===== src/rtl/mem_port_arbiter.sv =====
// mem_port_arbiter: shares one single-ported memory between the fetch (if) and memory (dm) stages.
// Build option MEMARB_RR_EN selects round-robin tie breaking; otherwise dm has fixed priority over if.
module mem_port_arbiter #(
    parameter int ADDR_W = 32,
    parameter int DATA_W = 32
) (
    input  logic              clock,
    input  logic              reset_n,
    // fetch stage port
    input  logic              if_req,
    input  logic [ADDR_W-1:0] if_addr,
    input  logic              if_cancel,
    output logic              if_valid,
    output logic [DATA_W-1:0] if_rdata,
    // memory stage port
    input  logic              dm_req,
    input  logic              dm_we,
    input  logic [ADDR_W-1:0] dm_addr,
    input  logic [DATA_W-1:0] dm_wdata,
    output logic              dm_valid,
    output logic [DATA_W-1:0] dm_rdata,
    // pipeline stalls
    output logic              stall_f,
    output logic              stall_m,
    // memory bus
    output logic              mem_req,
    output logic              mem_we,
    output logic [ADDR_W-1:0] mem_addr,
    output logic [DATA_W-1:0] mem_wdata,
    input  logic              mem_ack,
    input  logic [DATA_W-1:0] mem_rdata,
    // debug view of the arbiter FSM: 0 = IDLE, 1 = BUSY_IF, 2 = BUSY_DM
    output logic [1:0]        fsm_state
);

    // Handshake: a requester raises x_req with stable fields and holds them until the
    // one-cycle x_valid pulse; the bus holds mem_req with frozen fields until the
    // one-cycle mem_ack, which completes the transaction in that same cycle.

    typedef enum logic [1:0] {
        IDLE    = 2'd0,
        BUSY_IF = 2'd1,
        BUSY_DM = 2'd2
    } state_t;

    state_t state;
    logic   drop;
    logic   ack_if;
    logic   ack_dm;
    logic   grant_if;
    logic   grant_dm;
`ifdef MEMARB_RR_EN
    logic   rr_last_dm;
`endif

    assign ack_if    = (state == BUSY_IF) && mem_ack;
    assign ack_dm    = (state == BUSY_DM) && mem_ack;
    assign stall_f   = if_req && !if_valid;
    assign stall_m   = dm_req && !dm_valid;
    assign fsm_state = state;

    // Arbitration happens in IDLE and on an ack cycle; the port just served sits out.
    always_comb begin
        grant_if = 1'b0;
        grant_dm = 1'b0;
        case (state)
            IDLE: begin
`ifdef MEMARB_RR_EN
                if (if_req && dm_req) begin
                    grant_dm = !rr_last_dm;
                    grant_if = rr_last_dm;
                end else begin
                    grant_dm = dm_req;
                    grant_if = if_req;
                end
`else
                grant_dm = dm_req;
                grant_if = if_req && !dm_req;
`endif
            end
            BUSY_IF: grant_dm = mem_ack && dm_req;
            BUSY_DM: grant_if = mem_ack && if_req;
            default: ;
        endcase
    end

    always_ff @(posedge clock or negedge reset_n) begin
        if (!reset_n) begin
            state     <= IDLE;
            mem_req   <= 1'b0;
            mem_we    <= 1'b0;
            mem_addr  <= '0;
            mem_wdata <= '0;
            if_valid  <= 1'b0;
            if_rdata  <= '0;
            dm_valid  <= 1'b0;
            dm_rdata  <= '0;
            drop      <= 1'b0;
`ifdef MEMARB_RR_EN
            rr_last_dm <= 1'b0;
`endif
        end else begin
            if_valid <= 1'b0;
            dm_valid <= 1'b0;

            // A cancel seen in the ack cycle itself still kills the response.
            if (ack_if && !(drop || if_cancel)) begin
                if_valid <= 1'b1;
                if_rdata <= mem_rdata;
            end
            if (ack_dm) begin
                dm_valid <= 1'b1;
                dm_rdata <= mem_we ? '0 : mem_rdata;
            end

            if (grant_dm) begin
                state     <= BUSY_DM;
                mem_req   <= 1'b1;
                mem_we    <= dm_we;
                mem_addr  <= dm_addr;
                mem_wdata <= dm_wdata;
            end else if (grant_if) begin
                state     <= BUSY_IF;
                mem_req   <= 1'b1;
                mem_we    <= 1'b0;
                mem_addr  <= if_addr;
                mem_wdata <= '0;
            end else if (ack_if || ack_dm) begin
                state   <= IDLE;
                mem_req <= 1'b0;
            end

            // The drop flag covers the fetch from its grant cycle through its ack cycle.
            if (grant_if) begin
                drop <= if_cancel;
            end else if (ack_if) begin
                drop <= 1'b0;
            end else if (state == BUSY_IF) begin
                drop <= drop || if_cancel;
            end

`ifdef MEMARB_RR_EN
            if (grant_dm) begin
                rr_last_dm <= 1'b1;
            end else if (grant_if) begin
                rr_last_dm <= 1'b0;
            end
`endif
        end
    end

    // Bus fields must stay frozen while a transaction waits for its ack.
    a_bus_frozen: assert property (@(posedge clock) disable iff (!reset_n)
        (mem_req && !mem_ack) |=> (mem_req && $stable(mem_we) && $stable(mem_addr) && $stable(mem_wdata)));

    a_one_valid: assert property (@(posedge clock) disable iff (!reset_n)
        !(if_valid && dm_valid));

endmodule


===== config.mk =====
export PLATFORM = sky130hd
export DESIGN_NAME = mem_port_arbiter
export DESIGN_NICKNAME = d
export VERILOG_FILES = /design/src/rtl/mem_port_arbiter.sv
export SDC_FILE = /design/constraint.sdc
export NUM_CORES = 1
export LEC_CHECK = 0
export ABC_AREA = 1
export BUFFER_PORTS_ARGS = -buffer_cell sky130_fd_sc_hd__buf_2
export CAP_MARGIN = 20
export CORE_ASPECT_RATIO = 0.75
export CORE_MARGIN = 2
export CORE_UTILIZATION = 50
export CTS_CLUSTER_SIZE = 30
export DETAILED_ROUTE_END_ITERATION = 6
export GPL_TIMING_DRIVEN = 0
export PLACE_DENSITY = 0.88
export SKIP_CTS_REPAIR_TIMING = 1
export SYNTH_ARGS = -nofsm -noshare
export SYNTH_HDL_FRONTEND = slang
export SYNTH_SLANG_ARGS = --single-unit

===== constraint.sdc =====
create_clock -name clock -period 2 [get_ports clock]
set_clock_uncertainty 0.05 [all_clocks]
set_input_delay 0.5 -clock clock [delete_from_list [all_inputs] [get_ports clock]]
set_output_delay 0.5 -clock clock [all_outputs]
set_load 0.05 [all_outputs]

; Yosys cells after proc, flatten, opt, wreduce, memory -nomap -nowiden
; Index checks and enable logic that the tools add are counted.
[word_totals]
input_bits = 135
ff_bits = 135
elab_cells = 50
output_inout_bits = 136
[op_classes]
reduce_logical = 18
mux = 20
eq_ne = 2
[op_table]
columns = operator, count
row1 = 2-to-1 mux 32 bit, 5
row2 = 2-to-1 mux 1 bit, 10
row3 = logical AND 1 bit, 8
row4 = 2-to-1 mux 2 bit, 3
row5 = nonzero test 3 bit, 2
row6 = logical NOT 1 bit, 4
row7 = case mux 1 bit (2 select lines), 2
row8 = "== test 2 x 1 -> 1 bit, second input constant", 1
row9 = "== test 2 bit, second input constant", 1
row10 = logical NOT 2 bit, 1
row11 = logical OR 1 bit, 2
row12 = nonzero test 2 bit, 1

; Depth between registers and ports, before layout
; Gate-level depths: netlist (run 1).
[depth]
ltp_word = 6
depth_mapped = 9
mapped_depth_nobuf = 7

; Worst setup path before layout (run 1)
; Ideal clock, no wire load.
[synth_path]
path_type = register to output
start = reg if_valid
end = out stall_f
arrival_ns = 1.280
slack_ns = 0.170
t_required_ns = 1.450
path_buffers = 0
stages_incl_launch_ff = 2
cell_sequence = dfrtp_1 -> nor2_1
[synth_between]
elab_chain_cells = 2
[synth_rtl]
columns = element, line
row1 = "start, declared", 13  ; output logic if_valid,
row2 = "start signal, assigned", 94  ; if_valid <= 1'b0;
row3 = "start signal, assigned", 103  ; if_valid <= 1'b0;
row4 = "start signal, assigned", 108  ; if_valid <= 1'b1;
row5 = logical NOT 1 bit, 58  ; assign stall_f = if_req && !if_valid;
row6 = logical AND 1 bit, 58
row7 = "end, declared", 23  ; output logic stall_f,
; Every way passes these cells.

; Worst setup path in the final report (run 1)
[layout_path]
start = reg state[0], in the netlist fsm_state[0]
end = out fsm_state[0]
[layout_rtl]
columns = element, line
row1 = "start, declared", 46  ; state_t state;
row2 = "start signal, assigned", 89  ; state <= IDLE;
row3 = "start signal, assigned", 117  ; state <= BUSY_DM;
row4 = "start signal, assigned", 123  ; state <= BUSY_IF;
row5 = "end, declared", 33  ; output logic [1:0] fsm_state
; No word-level cell between the ends.

==> impl_metrics.tcl, run 1 <==
set metrics [dict create \
    area_delta_synth_final_pct 38.0 \
    num_antenna_cells 0 \
    fill_cells 881 \
    vdd.ir_drop.worst_v 0.000620 \
    dpl.cell_count 1081 \
    place_hpwl_um 12500 \
    syn_area_mm2 0.00577 \
    yosysWarnings 0 \
    ys_types 19 \
    utilization_pct 71.9 \
    start_kind "flip-flop" \
    cts_buffers 17 \
    ys_ff_latch 135 \
    core_area_mm2 0.0111 \
    synth.net_count 805 \
    nNetsFinal 1095 \
    htreeDepth 4 \
    row_count 33 \
    synth_top_family_by_area "simple AND/OR/NAND/NOR gates" \
    overflow 0 \
    synth.area.top_cells "dfrtp_1 (59%), nand2_1 (18%), nand3_1 (8.9%)" \
    crit_chain "buf_2" \
    synth_edf_count 0 \
    top_usage_layer "met2" \
    worst_slew_pin_slew_ns 0.580 \
    finalCriticalPeriod_ns 1.79 \
    path_buf_inv 1 \
    grt_max_degree 76 \
    gr-usage-met3_pct 6.64 \
    die_h_um 97.0 \
    dr.first_iter.drc_count 277 \
    path_class "flip-flop to output pin" \
    muxShareOfSynthArea_pct 0 \
    wl_um 16800 \
    clk_path_buf_depth 2 \
    critPathArrivalTime_ns 1.24 \
    place_congestion 0.842 \
    max_freq_ghz 0.557 \
    rsz0062_at_grt "no" \
    status "finished clean" \
    clockPowerShare_pct 47.4 \
    dr.pass1.iters 4 \
    first_global_vias 5373 \
    use_met1_pct 37.7 \
    ys.flop_type "dfrtp_1" \
    hold_violations 0 \
    relSlewSlack_pct 61.4 \
    setup_viol 0 \
    antenna_found_initial 0 \
    ioPinCount 271 \
    timing.final.crit_share_pct 89.7 \
    synthSimpleGateAreaFrac_pct 28.0 \
    p_switching_w 0.00181 \
    clk_pin_slew_ns 0.06 \
    ys_seq_area_share_pct 58.6 \
    avgViaCountPerCell 5.11 \
    cts_tree "yes" \
    ant_nets 0 \
    drive_gt1_share_pct 34.6 \
    postSynthAreaPerCell_um2 8.61 \
    synth_top_area_share_pct 58.6 \
    dpl_cell_area_mm2 0.00733 \
    synth_compound_area_share_pct 6.73 \
    crit_family "flip-flops" \
    fp.dieArea_mm2 0.0124 \
    die_w_um 128 \
    drv_cap 0 \
    synth_top_area_cell "dfrtp_1" \
    slowest_delay_ns 0.50 \
    endpoint_kind "output pin" \
    critPathMaxFanout 7 \
    synth_cells 670 \
    clock-sinks 135 \
    report.final.slew_viol_count 0 \
    internal-power_w 0.00515 \
    port_buffers 270 \
    hold_path_class "input pin to async pin" \
    grt_usage_pct 27.7 \
    p_leak_nw 4.69 \
    vias 5685 \
    wire_per_inst_um 15.1 \
    seqPwrFrac_pct 41.2 \
    drc 0 \
    ys_async_sr_fraction_pct 100 \
    clk_latency_ns 0.40 \
    start_util_pct 52.1 \
    slowest_stage "dfrtp_1" \
    finish.instance_area_mm2 0.00795 \
    synth-adder-area-share_pct 0 \
    powerDensity_mw_per_mm2 875 \
    root_buffer "clkbuf_16" \
    p_sw_share_pct 26.0 \
    synth_common_cells "nand2_1 (273), dfrtp_1 (135), nand3_1 (103)" \
    synth_xor_xnor_area_share_pct 0 \
    grt_pass1_wl_um 27100 \
    combPwrFrac_pct 11.3 \
    cp_data_required_time_ns 1.45 \
    p_total_w 0.00696 \
    met2_usage_pct 44.7 \
    layoutNonFillerInstCount 1113 \
    synth_most_common_cell "nand2_1" \
]
per-stage QoR:
stage | setup WS [ns] | hold WS, ns | setup TNS (ns)
4_1_cts | 0.199 | 0.0382 | 0
3_3_place_gp | -1.36 | 0.411 | -181.96
3_5_place_dp | 0.171 | 0.414 | 0
6_report | 0.206 | 0.0213 | 0
5_1_grt | 0.157 | 0.0543 | 0
2_1_floorplan | 0.170 | 0.154 | 0
path summary, 6_finish.rpt:
check | slack (ns) | depth (start not counted) | endpoint | from
worst max register to register | 0.32 | 7 | mem_wdata[18] | fsm_state[1]
max in group asynchronous | 1.12 | 2 | dm_valid | reset_n
worst min-delay path | 0.02 | 1 | mem_wdata[11] | reset_n
worst max-delay path | 0.21 | 1 | fsm_state[0] | fsm_state[0]
worst min register to register | 0.43 | 2 | dm_rdata[8] | dm_rdata[8]
min in group clock | 0.24 | 3 | mem_wdata[3] | dm_wdata[3]
metal layers:
metal / up-vias / wire [µm] / share of wire [%]
li1: 2742 / - / -
met5: - / 0 / 0
met1: 2680 / 7200 / 43
met2: 241 / 8080 / 48
met3: 22 / 1240 / 7.4
met4: 0 / 282 / 1.7
kinds of logic after synthesis:
logic type      after synthesis
compound gates               63
buf+inv                      85
flops                       135
simple gates                387
area by class of cell:
| class | instances | area, µm² | share of cell area (%) |
|---|---|---|---|
| Multi-Input combinational cell | 450 | 2000 | 25.2 |
| Clock buffer | 19 | 433 | 5.44 |
| Buffer | 46 | 240 | 3.02 |
| Sequential cell | 135 | 3380 | 42.5 |
| Inverter | 39 | 146 | 1.84 |
| Clock inverter | 13 | 195 | 2.45 |
| Timing Repair Buffer | 271 | 1390 | 17.4 |
| Tap cell | 140 | 175 | 2.20 |
sequential cells by signal, indices dropped and copies added (netlist names):
| signal | flops |
|---|---|
| mem_req | 1 |
| if_rdata | 32 |
| fsm_state | 2 |
| drop | 1 |
| mem_wdata | 32 |
| if_valid | 1 |
| mem_we | 1 |
| mem_addr | 32 |
| dm_valid | 1 |
| dm_rdata | 32 |
placed cells by master (no fill, tap or decap):
cell type   instances
buf_1               2
buf_16              1
buf_2             287
buf_4               8
buf_6               3
bufinv_16           4
clkbuf_1           18
clkbuf_16          17
clkinv_4            3
clkinvlp_4          3
dfrtp_1           135
inv_1              37
inv_2               2
inv_6               3
nand2_1           273
nand2_2             2
nand3_1           103
nand3_2             2
nand4_1             1
nand4_2             1
nor2_1              4
nor2_2              1
o21ai_0            33
o21ai_1             1
o31ai_1            29
power by group through the flow:
stage	Clock, W	Sequential (W)	Combinational [W]
2_1_floorplan	0	0.00322	0.000144
3_3_place_gp	0	0.00291	0.000772
3_5_place_dp	0	0.00291	0.000790
4_1_cts	0.00333	0.00287	0.000793
5_1_grt	0.00346	0.00288	0.000851
6_report	0.00330	0.00287	0.000788
(Power assumes the default switching activity.)
==> run 2, diff against run 1 <==
- ABC_AREA: 1 -> unset
==> impl_metrics.tcl, run 2 <==
set metrics [dict create \
    finalCriticalPeriod_ns 1.90 \
    report.final.slew_viol_count 0 \
    die_w_um 127 \
    synth_edf_count 0 \
    worst_slew_pin_slew_ns 0.490 \
    r2r_cells 6 \
    clk_pin_slew_ns 0.06 \
    crit_chain "clkbuf_4 -> nand2b_1 -> nand2_4 -> buf_4 -> mux2_2 -> mux2_4" \
    vias 4422 \
    ys.flop_type "dfrtp_1" \
    start_util_pct 51.7 \
    cts_tree "yes" \
    ys_async_sr_fraction_pct 100 \
    synth.area.top_cells "dfrtp_1 (59%), mux2_4 (9.5%), mux2_2 (9.5%)" \
    die_h_um 96.3 \
    timing.final.crit_share_pct 94.8 \
    start_kind "flip-flop" \
    hold_path_class "input pin to async pin" \
    place_hpwl_um 11200 \
    overflow 0 \
    dr.pass1.iters 4 \
    yosysWarnings 0 \
    synth_cells 420 \
    ant_nets 0 \
    ys_types 23 \
    root_buffer "clkbuf_16" \
    synth_top_area_share_pct 59.4 \
    place_congestion 0.821 \
    first_global_vias 4494 \
    port_buffers 270 \
    slowest_stage "dfrtp_1" \
    status "complete, but fails checks" \
    synth_common_cells "dfrtp_1 (135), mux2_2 (48), nand2_1 (39)" \
    setup_viol 0 \
    antenna_found_initial 1 \
    row_count 33 \
    clk_path_buf_depth 2 \
    drc 0 \
    violations "negative hold slack" \
    final_cell_mix "buf_2 (277), dfrtp_1 (135), mux2_2 (48)" \
    ys_ff_latch 135 \
    path_class "flip-flop to flip-flop" \
    avgViaCountPerCell 5.12 \
    area_delta_synth_final_pct 37.7 \
    layoutNonFillerInstCount 863 \
    dpl.cell_count 831 \
    hold_violations 21 \
    synth.net_count 555 \
    ys_seq_area_share_pct 59.4 \
    dr.first_iter.drc_count 212 \
    synth_most_common_cell "dfrtp_1" \
    wire_per_inst_um 17.4 \
    postSynthAreaPerCell_um2 13.5 \
    critPathArrivalTime_ns 2.13 \
    clock-sinks 135 \
    drive_gt1_share_pct 56.5 \
    clk_latency_ns 0.41 \
    slowest_delay_ns 0.39 \
    r2r_end "mem_addr[12]" \
    fill_cells 750 \
    r2r_slack_ns 0.10 \
    cp_data_required_time_ns 2.24 \
    grt_max_degree 86 \
    synth_top_area_cell "dfrtp_1" \
    rsz0062_at_grt "no" \
    endpoint_kind "flip-flop" \
    syn_area_mm2 0.00568 \
    fp.dieArea_mm2 0.0122 \
    r2r-start "fsm_state[0]" \
    core_area_mm2 0.0110 \
    htreeDepth 4 \
    final_common_cell "buf_2" \
    cts_buffers 17 \
    wl_um 15000 \
    drv_cap 0 \
    ioPinCount 271 \
    max_freq_ghz 0.527 \
    hold-worst-slack_ns -0.0263 \
    critPathMaxFanout 10 \
    nNetsFinal 845 \
    relSlewSlack_pct 67.4 \
    grt_usage_pct 24.2 \
    grt_pass1_wl_um 22700 \
]
-- run 2: worst max-delay path by stage --
stage	startpoint	end	slack, ns	cells past startpoint
6_report	fsm_state[0]	mem_addr[12]	0.10	6
3_5_place_dp	dm_req	mem_addr[24]	-0.08	5
2_1_floorplan	fsm_state[0]	mem_addr[10]	0.00005	6
5_1_grt	fsm_state[0]	dm_rdata[1]	0.01	7
4_1_cts	fsm_state[0]	mem_addr[24]	-0.05	4
3_3_place_gp	reset_n	mem_addr[28]	-1.25	1
-- run 2: per-layer routing --
layer	up-vias	global-route usage, %	part of all wire (%)	routed length, µm
met3	24	6.50	6.2	936
met2	182	43.8	52	7840
met4	0	8.97	1.7	257
met5	-	0	0	0
met1	2155	28.2	40	5970
li1	2061	-	-	-
-- run 2: kinds of logic after synthesis --
group,share of synthesized area [%]
buffers and inverters,2.58
and+or+nand+nor,7.71
AOI/OAI and AO/OA,8.87
muxes,21.4
DFF,59.4
-- run 2: area by class of cell --
class / instances / area (µm²) / area share (%)
Antenna cell: 1 / 2.50 / 0.0320
Buffer: 28 / 155 / 1.98
Clock buffer: 20 / 447 / 5.71
Clock inverter: 11 / 104 / 1.33
Inverter: 2 / 7.51 / 0.0959
Multi-Input combinational cell: 255 / 2170 / 27.8
Sequential cell: 135 / 3380 / 43.2
Tap cell: 140 / 175 / 2.24
Timing Repair Buffer: 271 / 1390 / 17.7
-- run 2: per-stage QoR --
stage / hold slack, ns / cell area [µm²] / TNS [ns] / worst slack [ns] / util (%)
floorplan: 0.154 / 5680 / 0 / 0.0000464 / -
global placement: 0.411 / 7210 / -169.16 / -1.25 / 65.6
detailed placement: 0.415 / 7240 / -1.91 / -0.0829 / 65.9
CTS: -0.0170 / 7790 / -0.255 / -0.0485 / 71.0
global route: 0.00572 / 7830 / 0 / 0.0104 / 71.3
finish: -0.0263 / 7830 / 0 / 0.104 / 71.3
-- run 2: worst max-delay path, delay by kind of cell (launching register included) --
family        cells  cell delay [ns]
flops             1             0.39
buf+inv           2             0.42
mux               2             0.61
simple gates      2             0.30
Power of run 2 is left out: the tool's default activity adds up to more than one toggle a clock period on the data nets, which glitch-free logic cannot reach.
